--- src/rtl/seq_multiplier_if.sv ---
`default_nettype none
// ============================================================================
// Module      : seq_multiplier_if
// Description : Start/busy/done handshake bundle for the iterative multiplier.
//               It carries the two register-file operands in and the HI/LO
//               product out.
// Revision    : 1.0 - initial release
// ============================================================================
interface seq_multiplier_if #(
  parameter int WIDTH = 32
);
  logic             start;
  logic             is_signed;
  logic [WIDTH-1:0] dataout1;
  logic [WIDTH-1:0] dataout2;
  logic             busy;
  logic             done;
  logic [WIDTH-1:0] hi;
  logic [WIDTH-1:0] lo;

  // Pipeline control side: issues requests and consumes results
  modport master (
    output start, is_signed, dataout1, dataout2,
    input  busy, done, hi, lo
  );

  // Multiplier side
  modport slave (
    input  start, is_signed, dataout1, dataout2,
    output busy, done, hi, lo
  );
endinterface
`default_nettype wire

--- src/rtl/seq_multiplier.sv ---
`default_nettype none
// ============================================================================
// Module      : seq_multiplier
// Description : Iterative shift-add multiplier for MULT/MULTU. It works on
//               operand magnitudes, performs one add-and-shift per cycle for
//               WIDTH cycles, then applies the sign and writes HI/LO.
// Revision    : 1.0 - initial release
// ============================================================================
module seq_multiplier #(
  parameter int WIDTH = 32
) (
  input  wire logic       clk,
  input  wire logic       rst_n,
  seq_multiplier_if.slave bus
);

  localparam int CNT_W = $clog2(WIDTH) + 1;

  typedef enum logic [1:0] {
    S_IDLE   = 2'd0,
    S_CALC   = 2'd1,
    S_FINISH = 2'd2
  } state_t;

  state_t             r_state;
  logic [WIDTH-1:0]   r_a;      // accumulator, becomes the product's upper half
  logic [WIDTH-1:0]   r_q;      // multiplier, shifted out as product bits shift in
  logic [WIDTH-1:0]   r_m;      // multiplicand magnitude
  logic [CNT_W-1:0]   r_cnt;
  logic               r_neg;
  logic               r_busy;
  logic               r_done;
  logic [WIDTH-1:0]   r_hi;
  logic [WIDTH-1:0]   r_lo;

  logic [WIDTH-1:0]   w_mag1;
  logic [WIDTH-1:0]   w_mag2;
  logic               w_neg;
  logic [WIDTH:0]     w_sum;
  logic [2*WIDTH-1:0] w_prod;
  logic [2*WIDTH-1:0] w_result;
  logic               w_last;

  // Operand magnitudes and sign, plus the per-cycle add step and final negate.
  // The most negative value maps to itself, which is the correct unsigned
  // magnitude, so no overflow handling is needed.
  always_comb begin
    w_mag1   = bus.dataout1;
    w_mag2   = bus.dataout2;
    w_neg    = 1'b0;
    if (bus.is_signed) begin
      if (bus.dataout1[WIDTH-1]) w_mag1 = ~bus.dataout1 + WIDTH'(1);
      if (bus.dataout2[WIDTH-1]) w_mag2 = ~bus.dataout2 + WIDTH'(1);
      w_neg = bus.dataout1[WIDTH-1] ^ bus.dataout2[WIDTH-1];
    end
    w_sum    = {1'b0, r_a} + (r_q[0] ? {1'b0, r_m} : {(WIDTH+1){1'b0}});
    w_prod   = {r_a, r_q};
    w_result = r_neg ? (~w_prod + (2*WIDTH)'(1)) : w_prod;
    w_last   = (r_cnt == CNT_W'(WIDTH - 1));
  end

  // Control FSM and datapath registers; busy/done/hi/lo are all registered
  always_ff @(posedge clk or negedge rst_n) begin
    if (!rst_n) begin
      r_state <= S_IDLE;
      r_a     <= '0;
      r_q     <= '0;
      r_m     <= '0;
      r_cnt   <= '0;
      r_neg   <= 1'b0;
      r_busy  <= 1'b0;
      r_done  <= 1'b0;
      r_hi    <= '0;
      r_lo    <= '0;
    end else begin
      r_done <= 1'b0;
      case (r_state)
        S_IDLE: begin
          if (bus.start) begin
            r_m     <= w_mag1;
            r_q     <= w_mag2;
            r_neg   <= w_neg;
            r_a     <= '0;
            r_cnt   <= '0;
            r_busy  <= 1'b1;
            r_state <= S_CALC;
          end
        end
        S_CALC: begin
          // Shift {carry, sum, Q} right by one: the sum's LSB enters Q's MSB
          r_a   <= w_sum[WIDTH:1];
          r_q   <= {w_sum[0], r_q[WIDTH-1:1]};
          r_cnt <= r_cnt + CNT_W'(1);
          if (w_last) r_state <= S_FINISH;
        end
        S_FINISH: begin
          r_hi    <= w_result[2*WIDTH-1:WIDTH];
          r_lo    <= w_result[WIDTH-1:0];
          r_done  <= 1'b1;
          r_busy  <= 1'b0;
          r_state <= S_IDLE;
        end
        default: begin
          r_busy  <= 1'b0;
          r_state <= S_IDLE;
        end
      endcase
    end
  end

  assign bus.busy = r_busy;
  assign bus.done = r_done;
  assign bus.hi   = r_hi;
  assign bus.lo   = r_lo;

endmodule
`default_nettype wire

--- src/flat_wrapper.sv ---
// flat-port wrapper written by rule: the top's interface ports become plain ports
module seq_multiplier_flat 
#(
  parameter int WIDTH = 32
)
  (clk, rst_n, bus_start, bus_is_signed, bus_dataout1, bus_dataout2, bus_busy, bus_done, bus_hi, bus_lo);
  seq_multiplier_if #(.WIDTH(WIDTH)) bus_i ();
  input  wire logic clk;
  input  wire logic rst_n;
  input wire logic [$bits(bus_i.start)-1:0] bus_start;
  input wire logic [$bits(bus_i.is_signed)-1:0] bus_is_signed;
  input wire logic [$bits(bus_i.dataout1)-1:0] bus_dataout1;
  input wire logic [$bits(bus_i.dataout2)-1:0] bus_dataout2;
  output wire logic [$bits(bus_i.busy)-1:0] bus_busy;
  output wire logic [$bits(bus_i.done)-1:0] bus_done;
  output wire logic [$bits(bus_i.hi)-1:0] bus_hi;
  output wire logic [$bits(bus_i.lo)-1:0] bus_lo;
  assign bus_i.start = bus_start;
  assign bus_i.is_signed = bus_is_signed;
  assign bus_i.dataout1 = bus_dataout1;
  assign bus_i.dataout2 = bus_dataout2;
  assign bus_busy = bus_i.busy;
  assign bus_done = bus_i.done;
  assign bus_hi = bus_i.hi;
  assign bus_lo = bus_i.lo;
  seq_multiplier #(.WIDTH(WIDTH)) u_core (.clk(clk), .rst_n(rst_n), .bus(bus_i));
endmodule
--- config.mk ---
export PLATFORM = sky130hd
export DESIGN_NAME = seq_multiplier_flat
export DESIGN_NICKNAME = d
export VERILOG_FILES = /design/src/rtl/seq_multiplier_if.sv /design/src/rtl/seq_multiplier.sv /design/src/flat_wrapper.sv
export SDC_FILE = /design/constraint.sdc
export NUM_CORES = 1
export LEC_CHECK = 0
export BUFFER_PORTS_ARGS = -buffer_cell sky130_fd_sc_hd__clkbuf_2
export CAP_MARGIN = 20
export CELL_PAD_IN_SITES_DETAIL_PLACEMENT = 0
export CELL_PAD_IN_SITES_GLOBAL_PLACEMENT = 2
export CORE_ASPECT_RATIO = 0.75
export CORE_MARGIN = 5
export CORE_UTILIZATION = 39
export DETAILED_ROUTE_END_ITERATION = 8
export MAX_ROUTING_LAYER = met4
export PLACE_DENSITY_LB_ADDON = 0.08
export SYNTH_ARGS = -nofsm -noshare
export SYNTH_HDL_FRONTEND = slang
export SYNTH_SLANG_ARGS = --single-unit
--- constraint.sdc ---
create_clock -name clk -period 8.9 [get_ports clk]
set_clock_uncertainty 0.15 [all_clocks]
set_input_delay 1.78 -clock clk [delete_from_list [all_inputs] [get_ports clk]]
set_output_delay 1.78 -clock clk [all_outputs]
set_load 0.03 [all_outputs]
# After elaboration in Yosys (flattened, before gate mapping)
# Cells that the tools add are included.
[totals] register_bits=171 in_bits=68 output_inout_bits=66 wordCells=50
[classes] add_sub_neg=5 n_eq_ne=5 muxes=19 bitwise_logic=5 reduce_logical=6
[ops] operator="$mux W32" n=7
[ops] operator="$pmux W32 S2" n=2
[ops] operator="$add A32 B1 Y32 const B" n=2
[ops] operator="$add A64 B1 Y64 const B" n=1
[ops] operator="$mux W64" n=1
[ops] operator="$not A32 Y32" n=2
[ops] operator="$not A64 Y64" n=1
[ops] operator="$add A32 B33 Y33" n=1
[ops] operator="$pmux W6 S2" n=1
[ops] operator="$reduce_and A2 Y1" n=4
[ops] operator="$add A6 B1 Y6 const B" n=1
[ops] operator="$eq A6 B5 Y1 const B" n=1
[ops] operator="$mux W6" n=1
[ops] operator="$mux W2" n=2
[ops] operator="$pmux W2 S2" n=1
[ops] operator="$mux W1" n=3
[ops] operator="$eq A2 B1 Y1 const B" n=1
[ops] operator="$eq A2 B2 Y1 const B" n=1
[ops] operator="$logic_not A2 Y1" n=1
[ops] operator="$ne A2 B1 Y1 const B" n=1
[ops] operator="$ne A2 B2 Y1 const B" n=1
[ops] operator="$pmux W1 S2" n=1
[ops] operator="$reduce_bool A2 Y1" n=1
[ops] operator="$not A1 Y1" n=1
[ops] operator="$xor A1 B1 Y1" n=1

# Longest topological paths before layout
# Gate-level depths: netlist (run 1).
[logic_depth] depth_word=6 depth_mapped=12 mapped_depth_nobuf=11

# Least setup slack after synthesis (run 1)
# OpenSTA, ideal clock, no wires.
[synth_timing] path_kind="input to register" from="input bus_dataout2[10]" to="register u_core.r_q[30]" setup_ps=132 arrival_ps=3728 required_time_ps=8618 setup_slack_ps=4890 stages=7 n_path_buf=0 cell_sequence="or4_1 > or4_1 > nor3_1 > nand2b_1 > o21ai_0 > xor2_1 > a21oi_1"
[synth_between] elab_chain_cells=6
[synth_lines] element="start: declaration" line_no="flat_wrapper.sv:13" source="input wire logic [$bits(bus_i.dataout2)-1:0] bus_dataout2;"
[synth_lines] element="$not A32 Y32" line_no="seq_multiplier.sv:53" source="if (bus.dataout2[WIDTH-1]) w_mag2 = ~bus.dataout2 + WIDTH'(1);"
[synth_lines] element="$add A32 B1 Y32" line_no="seq_multiplier.sv:53"
[synth_lines] element="$mux W32" line_no="seq_multiplier.sv:53"
[synth_lines] element="$mux W32" line_no="seq_multiplier.sv:51" source="if (bus.is_signed) begin"
[synth_lines] element="$mux W32" line_no="seq_multiplier.sv:79" source="if (bus.start) begin"
[synth_lines] element="$pmux W32 S2" line_no="seq_multiplier.sv:77" source="case (r_state)"
[synth_lines] element="end signal: assignment" line_no="seq_multiplier.sv:81" source="r_q <= w_mag2;"
[synth_lines] element="end signal: assignment" line_no="seq_multiplier.sv:92" source="r_q <= {w_sum[0], r_q[WIDTH-1:1]};"
[synth_lines] element="end: declaration" line_no="seq_multiplier.sv:27" source="logic [WIDTH-1:0] r_q;"
# Every way passes these cells. The select of a mux whose other input is x is not followed.
# A chain may end at the register's enable or synchronous reset.

# Worst setup path in the final report (run 1)
[layout_timing] from="input bus_dataout2[8]" to="register u_core.r_q[30]"
# The elaborated chain is that of the path after synthesis.

==> results by group, run 1 <==
Power and ir drop
  • Leakage: 5.52 nW
  • Sequential power share: 39.2%
  • Power Density: 265 nW/um2
  • Comb power frac: 38.1%
  • Switching Share: 42.5%
  • VDD IR max: 176 uV
  • Clock Power Share: 22.7%
  • P_sw: 1.41 mW
  • Internal Power: 1.90 mW

Critical path
  • Slowest cell on crit path: nor3_1
  • CP dominant cell by count: or4_1
  • CP Cell Sequence: clkbuf_2, or4_1, or4_1, nor3_1, nand2b_1, o21ai_0, xor2_1, a21oi_1
  • Crit path buf inv count: 1
  • Crit path launch type: input pin
  • Critical Path AT: 4.24 ns
  • CP required: 9.06 ns
  • Critical-path maximum fanout: 6
  • Cell family with most CP delay: simple AND/OR/NAND/NOR gates
  • Worst setup EP type: flop
  • Crit path largest cell delay: 0.70 ns
  • Crit path kind: in2reg

GRT
  • Global-route wire length before repair: 51900 um
  • Pin count of the biggest net entering global routing: 130
  • Number of global-route vias before repair: 8846
  • GRT Util Overall: 21.4%
  • Initial antenna violation count: 0
  • Total grt overflow: 0

Run status
  • Status: finished, final reports clean

Logic synthesis
  • Seq cells post-synth: 171
  • Avg Inst Size Synth: 8.63 um2
  • Sequential area share after synthesis: 39.1%
  • Synth warn: 0
  • Post-synthesis async set-or-reset flop share: 100%
  • Post-Synthesis Cells: 1267
  • Predominant post-synthesis flop cell: dfrtp_1
  • Post-Syn Area: 10900 um2
  • EDFF count, synth: 0
  • Netlist cell types: 65
  • Post-synth net total: 1372

CTS
  • H-tree level count: 4
  • Worst skew pair latency: 0.44 ns
  • CTS Buf Count: 17
  • Clock sink count: 171
  • Max clock buf depth: 2
  • Clk slew on worst S/H paths: 0.07 ns
  • Post-cts gate resize count: 0
  • CTS root buffer: clkbuf_16
  • # hold bufs at CTS: 0
  • Setup Buffers After CTS: 0
  • CTS tree: built

Die
  • Row count: 53
  • Core Region: 27900 um2
  • Die height: 155 um
  • Initial Util: 39.3%
  • Die area: 31500 um2
  • Die X: 203 um
  • I/O pin cnt: 134

Placement
  • Post-DP HPWL: 25000 um
  • Post-DP Area: 11900 um2
  • # port buffers: 133
  • Placer Congestion: 0.900

Final layout
  • Antenna Diode Count: 0
  • Filler cells: 2776
  • Final #Nets: 1463
  • Layout area overhead: 14.2%
  • Layout cells sized above 1: 14.6%
  • Cell area after layout: 12500 um2

STA
  • Max_slew headroom: 43.4%
  • Worst-margin pin slew: 0.849 ns
  • RSZ-0062 raised after global routing: false
  • Period utilisation layout: 45.9%
  • Setup TNS: 0 ns
  • F_max: 0.245 GHz
  • Min Tclk post-route: 4.09 ns
  • Final setup violating endpoints: 0
  • Max-slew violations: 0
  • Final Hold Fails: 0
  • Worst hold margin: 0.321 ns

Drt
  • Wire per inst: 18.8 um
  • Detailed router's first-iteration violation count: 560
  • Final ANT Viol Nets: 0
  • Drt total wl: 32500 um
  • Detailed-router iteration count before antenna repair: 5
  • DRC viols: 0
  • Avg Vias per Cell: 5.44
  • Vias: 9392

Hold path
  • Hold WC Path Type: reg2reg

Run
  • Max cap viols: 0
==> metal layers <==
metal  vias up  wire length [um]  track usage (%)
li1       4736                 -                -
met2       210             11800             25.7
met3        15              1720             4.21
met5         -                 0                -
met4         0               216             3.40
met1      4431             18800             36.2
==> cells by family (layout without fill, tap and decap cells) <==
logic type / Yosys count / after routing / synth area share [%]
AND/OR/NAND/NOR: 420 / 420 / 18.7
AO/OA/AOI/OAI: 400 / 400 / 22.9
flip-flops: 171 / 171 / 39.1
XOR/XNOR: 144 / 144 / 11.5
buffers and inverters: 91 / 194 / 3.12
adder cells (fa/ha/maj): 37 / 37 / 4.30
multiplexers: 4 / 4 / 0.377
==> worst paths after layout <==
kind	slack [ns]	to	startpoint	depth (start not counted)
worst max register to register	5.41	u_core.r_a[31]	u_core.r_q[0]	12
min in group asynchronous	1.13	u_core.r_q[23]	rst_n	1
max in group asynchronous	6.14	u_core.r_neg	rst_n	2
worst max-delay path	4.81	u_core.r_q[30]	bus_dataout2[8]	8
worst min register to register	0.32	u_core.r_m[27]	u_core.r_m[27]	2
worst min-delay path	0.32	u_core.r_m[27]	u_core.r_m[27]	2
==> cell usage after synthesis, drive strengths merged, types with 13 or more instances <==
cell / instances / area (um2)
nand4: 13 / 81.3
nand2: 199 / 747
ha: 36 / 450
clkbuf: 68 / 255
o21ai: 192 / 961
a22oi: 21 / 158
o31ai: 34 / 260
or4: 16 / 128
nor3: 24 / 120
nor4: 13 / 111
dfrtp: 171 / 4280
a21o: 20 / 150
or3: 18 / 118
a21oi: 58 / 290
o41ai: 20 / 246
inv: 20 / 75.1
and2: 37 / 231
nor2: 45 / 169
xnor2: 45 / 394
xor2: 99 / 867
nand2b: 13 / 81.3
nand3: 18 / 90.1
==> power groups by stage <==
| stage | clock, mW | combinational, mW | sequential (mW) |
|---|---|---|---|
| floorplan | 0 | 0.961 | 1.15 |
| global placement | 0 | 1.24 | 1.31 |
| detailed placement | 0 | 1.24 | 1.32 |
| CTS | 0.770 | 1.25 | 1.30 |
| global route | 0.801 | 1.43 | 1.33 |
| finish | 0.751 | 1.26 | 1.30 |
==> placed cells by master, fill, tap and decap left out, types with 9 or more instances in the layout <==
| master | instances |
|---|---|
| nand2_1 | 198 |
| o21ai_0 | 182 |
| dfrtp_1 | 170 |
| clkbuf_2 | 132 |
| xor2_1 | 99 |
| a21oi_1 | 58 |
| nor2_1 | 45 |
| xnor2_1 | 45 |
| and2_1 | 36 |
| ha_1 | 36 |
| o31ai_1 | 33 |
| nor3_1 | 24 |
| a22oi_1 | 21 |
| inv_1 | 20 |
| a21o_1 | 20 |
| nand3_1 | 18 |
| or3_1 | 17 |
| clkbuf_16 | 17 |
| or4_1 | 14 |
| nand4_1 | 13 |
| o41ai_1 | 12 |
| nand2b_1 | 11 |
| nor4_1 | 11 |
| o21ai_1 | 10 |
| a31oi_1 | 9 |
==> sequential cells by signal, summed over array words and instances (netlist names) <==
register / count
u_core.bus.hi: 32
u_core.bus.lo: 32
u_core.r_a: 32
u_core.r_m: 32
u_core.r_q: 32
u_core.r_cnt: 6
u_core.r_state: 2
u_core.bus.busy: 1
u_core.bus.done: 1
u_core.r_neg: 1
==> worst min-delay path, stage by stage, from the launching register on <==
cell	delay [ns]
dfrtp_1	0.34
nand2_1	0.04
o21ai_0	0.06
==> layout make-up <==
type	count	area [um2]	area share, %
Sequential cell	171	4280	34.3
Clock buffer	18	439	3.51
Multi-Input combinational cell	1005	6330	50.7
Clock inverter	13	140	1.12
Inverter	20	75.1	0.601
Timing Repair Buffer	143	779	6.24
Tap cell	357	447	3.57
==> per-stage QoR <==
stage	instances	setup slack (ns)	util (%)	total power, mW
3_3_place_gp	1694	4.40	42.6	2.55
4_1_cts	1725	4.85	44.7	3.32
5_1_grt	1727	4.59	44.9	3.56
6_report	1727	4.81	44.9	3.31
2_1_floorplan	1267	4.89	-	2.11
3_5_place_dp	1694	4.39	42.6	2.56
Power figures use the tool's default switching activity.
==> inputs of run 2 (changes only) <==
Settings changed: ABC_AREA from default to 1, CORE_UTILIZATION 39 to 33.
Clock period 8.9 ns to 3.9 ns, I/O delays scaled along.
==> results by group, run 2 <==
Power and ir drop
  • Power Density: 842 nW/um2 (+220%)
  • Clock Power Share: 14.1% (-8.6 points)
  • Comb power frac: 56.2% (+18 points)
  • Sequential power share: 29.8% (-9.4 points)
  • VDD IR max: 392 uV (+120%)
  • Leakage: 7.99 nW (+45%)
  • P_sw: 6.73 mW (+380%)
  • Internal Power: 5.86 mW (+210%)
  • Switching Share: 53.5% (+11 points)

STA
  • Min Tclk post-route: 2.88 ns
  • Worst hold margin: 0.153 ns (-0.168 ns)
  • Final Hold Fails: 0 (unchanged)
  • Setup WS post-layout: 1.02 ns (-3.80 ns)
  • Worst-margin pin slew: 0.924 ns (+0.0756 ns)
  • Setup TNS: 0 ns (unchanged)
  • Max-slew violations: 0 (unchanged)
  • Max_slew headroom: 38.2% (-5.2 points)
  • Period utilisation layout: 74.0%
  • RSZ-0062 raised after global routing: false
  • F_max: 0.347 GHz
  • Final setup violating endpoints: 0 (unchanged)

CTS
  • Clock sink count: 171 (unchanged)
  • CTS Buf Count: 17 (unchanged)
  • Worst skew pair latency: 0.47 ns (+0.03 ns)
  • Clk slew on worst S/H paths: 0.07 ns (about the same)
  • CTS tree: built
  • CTS root buffer: clkbuf_16
  • Post-cts gate resize count: 0 (unchanged)
  • Max clock buf depth: 2 (unchanged)
  • H-tree level count: 4 (unchanged)
  • Setup Buffers After CTS: 0 (unchanged)
  • # hold bufs at CTS: 0 (unchanged)

Final layout
  • Layout cells sized above 1: 11.6% (-3.0 points)
  • Cell area after layout: 14900 um2 (+20%)
  • Finished Layout Cells: 2701 (+56%)
  • Layout area overhead: 13.7%
  • Most frequent cells in the layout: nand2_1, inv_1, nor2_1
  • Filler cells: 4399 (+58%)
  • Final #Nets: 2277 (+56%)
  • Most common cell after layout, fill and taps aside: nand2_1
  • Antenna Diode Count: 0 (unchanged)

Run status
  • Status: finished, final reports clean

Critical path
  • Reg2Reg Setup Slack: 1.02 ns (-4.39 ns)
  • Worst setup EP type: flop
  • CP Cell Sequence: nand2_1, inv_1, ha_1, inv_1, fa_1, inv_1, nand3_1, nand3_1, nand2_1, nand2_1, nand2_1, nand2_1, nand2_1, nand2_1, nand2_1, o21ai_0
  • Crit path buf inv count: 3 (+2)
  • Crit path largest cell delay: 0.77 ns (+0.07 ns)
  • CP required: 4.13 ns (-4.93 ns)
  • Cell family with most CP delay: simple AND/OR/NAND/NOR gates
  • Reg2reg path depth: 16 (+4)
  • Slowest cell on crit path: dfrtp_1
  • Worst R2R End: u_core.r_a[31]
  • CP dominant cell by count: nand2_1
  • Critical-path maximum fanout: 20 (+14)
  • Crit path kind: reg2reg
  • R2R Path Start: u_core.r_q[0]
  • Critical Path AT: 3.12 ns (-1.12 ns)
  • Crit path launch type: flop

Logic synthesis
  • Area leader, netlist: dfrtp_1
  • Post-synth net total: 2166 (+58%)
  • Avg Inst Size Synth: 6.38 um2 (-26%)
  • Largest family of logic cells by synthesized area: simple AND/OR/NAND/NOR gates
  • Top area cells in the synthesized netlist: dfrtp_1, nand2_1, inv_1
  • Sequential area share after synthesis: 32.6% (-6.5 points)
  • Post-synthesis async set-or-reset flop share: 100% (unchanged)
  • Mux share of post-synthesis cell area: 0% (-0.38 points)
  • Adder-cell share of the synthesized area: 3.58% (-0.72 points)
  • Synth Area in Simple Gates: 41.2% (+22 points)
  • Netlist cell types: 47 (-28%)
  • Synth warn: 0 (unchanged)
  • Post-Syn Area: 13100 um2 (+20%)
  • Top cells by count, synth: nand2_1, inv_1, nor2_1
  • EDFF count, synth: 0 (unchanged)
  • Seq cells post-synth: 171 (unchanged)
  • Compound-cell area share of the yosys netlist: 9.96% (-13 points)
  • Count leader, synth: nand2_1
  • XOR/XNOR Fraction of Synth Area: 3.27% (-8.3 points)
  • Post-Synthesis Cells: 2061 (+63%)
  • Yosys top cell area share: 32.6% (-6.5 points)
  • Predominant post-synthesis flop cell: dfrtp_1

Die
  • Die area: 44000 um2 (+39%)
  • Initial Util: 33.3% (-5.9 points)
  • Die height: 183 um (+18%)
  • I/O pin cnt: 134 (unchanged)
  • Die X: 240 um (+18%)
  • Core Region: 39400 um2 (+42%)
  • Row count: 63 (+19%)

GRT
  • Initial antenna violation count: 1 (+1)
  • GRT Util Overall: 23.8% (+2.4 points)
  • Global-route wire length before repair: 78400 um (+51%)
  • Total grt overflow: 0 (unchanged)
  • Number of global-route vias before repair: 12900 (+46%)
  • Pin count of the biggest net entering global routing: 61 (-53%)

Placement
  • # port buffers: 133 (unchanged)
  • Pre-CTS setup slack: 1.01 ns (-3.38 ns)
  • Placer Congestion: 0.914 (+1.5%)
  • Placed Instances: 2673 (+58%)
  • Post-DP HPWL: 40600 um (+62%)
  • Post-DP Area: 14400 um2 (+21%)

Run
  • Max cap viols: 0 (unchanged)

Drt
  • Avg Vias per Cell: 4.93 (-9.3%)
  • Vias: 13300 (+42%)
  • Drt total wl: 49800 um (+53%)
  • Final ANT Viol Nets: 0 (unchanged)
  • Detailed-router iteration count before antenna repair: 7 (+2)
  • Detailed router's first-iteration violation count: 851 (+52%)
  • DRC viols: 0 (unchanged)
  • Wire per inst: 18.4 um (-2.3%)

Hold path
  • Hold WC Path Type: in2async
==> run 2: cell count changes in the layout (fill, tap and decap cells not counted), moves of 61 or more <==
| cell | change |
|---|---|
| nand3_1 | +166 |
| nand2_1 | +526 |
| xor2_1 | -61 |
| inv_1 | +233 |
| o21ai_0 | -78 |
| nor2_1 | +181 |
==> run 2: how the worst max path moves through the flow <==
stage                             start        endpoint  depth (start not counted)
after floorplan           u_core.r_q[0]  u_core.r_a[19]                         17
after global placement    bus_is_signed  u_core.r_q[13]                          6
after detailed placement  u_core.r_q[0]  u_core.r_a[31]                         16
after CTS                 u_core.r_q[0]  u_core.r_a[31]                         16
after global routing      u_core.r_q[0]  u_core.r_a[31]                         16
final                     u_core.r_q[0]  u_core.r_a[31]                         16
==> run 2: cell families after synthesis <==
family | Yosys count
simple gates | 1258
xor+xnor | 49
buf+inv | 320
flops | 171
compound gates | 226
fa+ha+maj | 37
==> run 2: area by class of cell <==
| cell class | instances | area [um2] | share of cell area, % |
|---|---|---|---|
| sequential | 171 | 4280 | 28.6 |
| clock buffer | 19 | 443 | 2.96 |
| inverter | 262 | 983 | 6.58 |
| clock inverter | 9 | 138 | 0.921 |
| tap | 520 | 651 | 4.35 |
| multi-input combinational | 1570 | 7620 | 51.0 |
| timing repair buffer | 150 | 825 | 5.52 |
==> run 2: metal layers <==
metal  vias up  part of all wire (%)  track usage, %
li1       6780                     -               -
met4         0                  0.50            2.90
met2       280                    41            33.7
met3        19                   4.4            3.34
met1      6242                    54            36.9
met5         -                     0               -
==> run 2: power groups by stage <==
stage	clock network [mW]	logic, mW	registers (mW)
floorplan	0	4.65	3.68
global placement	0	7.03	3.75
detailed placement	0	7.06	3.75
CTS	1.82	7.08	3.72
global route	1.89	8.01	3.84
finish	1.77	7.07	3.74
==> run 2: worst reg2reg max path, cell delays in order (launching register included) <==
cell,delay [ns]
dfrtp_1,0.77
nand2_1,0.11
inv_1,0.08
ha_1,0.22
inv_1,0.09
fa_1,0.40
inv_1,0.12
nand3_1,0.08
nand3_1,0.17
nand2_1,0.08
nand2_1,0.12
nand2_1,0.07
nand2_1,0.10
nand2_1,0.06
nand2_1,0.07
nand2_1,0.04
o21ai_0,0.09
==> run 2: metrics by stage <==
step | utilization (%) | power (mW)
floorplan | - | 8.33
global placement | 36.4 | 10.8
detailed placement | 36.4 | 10.8
CTS | 37.9 | 12.6
global route | 37.9 | 13.7
finish | 37.9 | 12.6
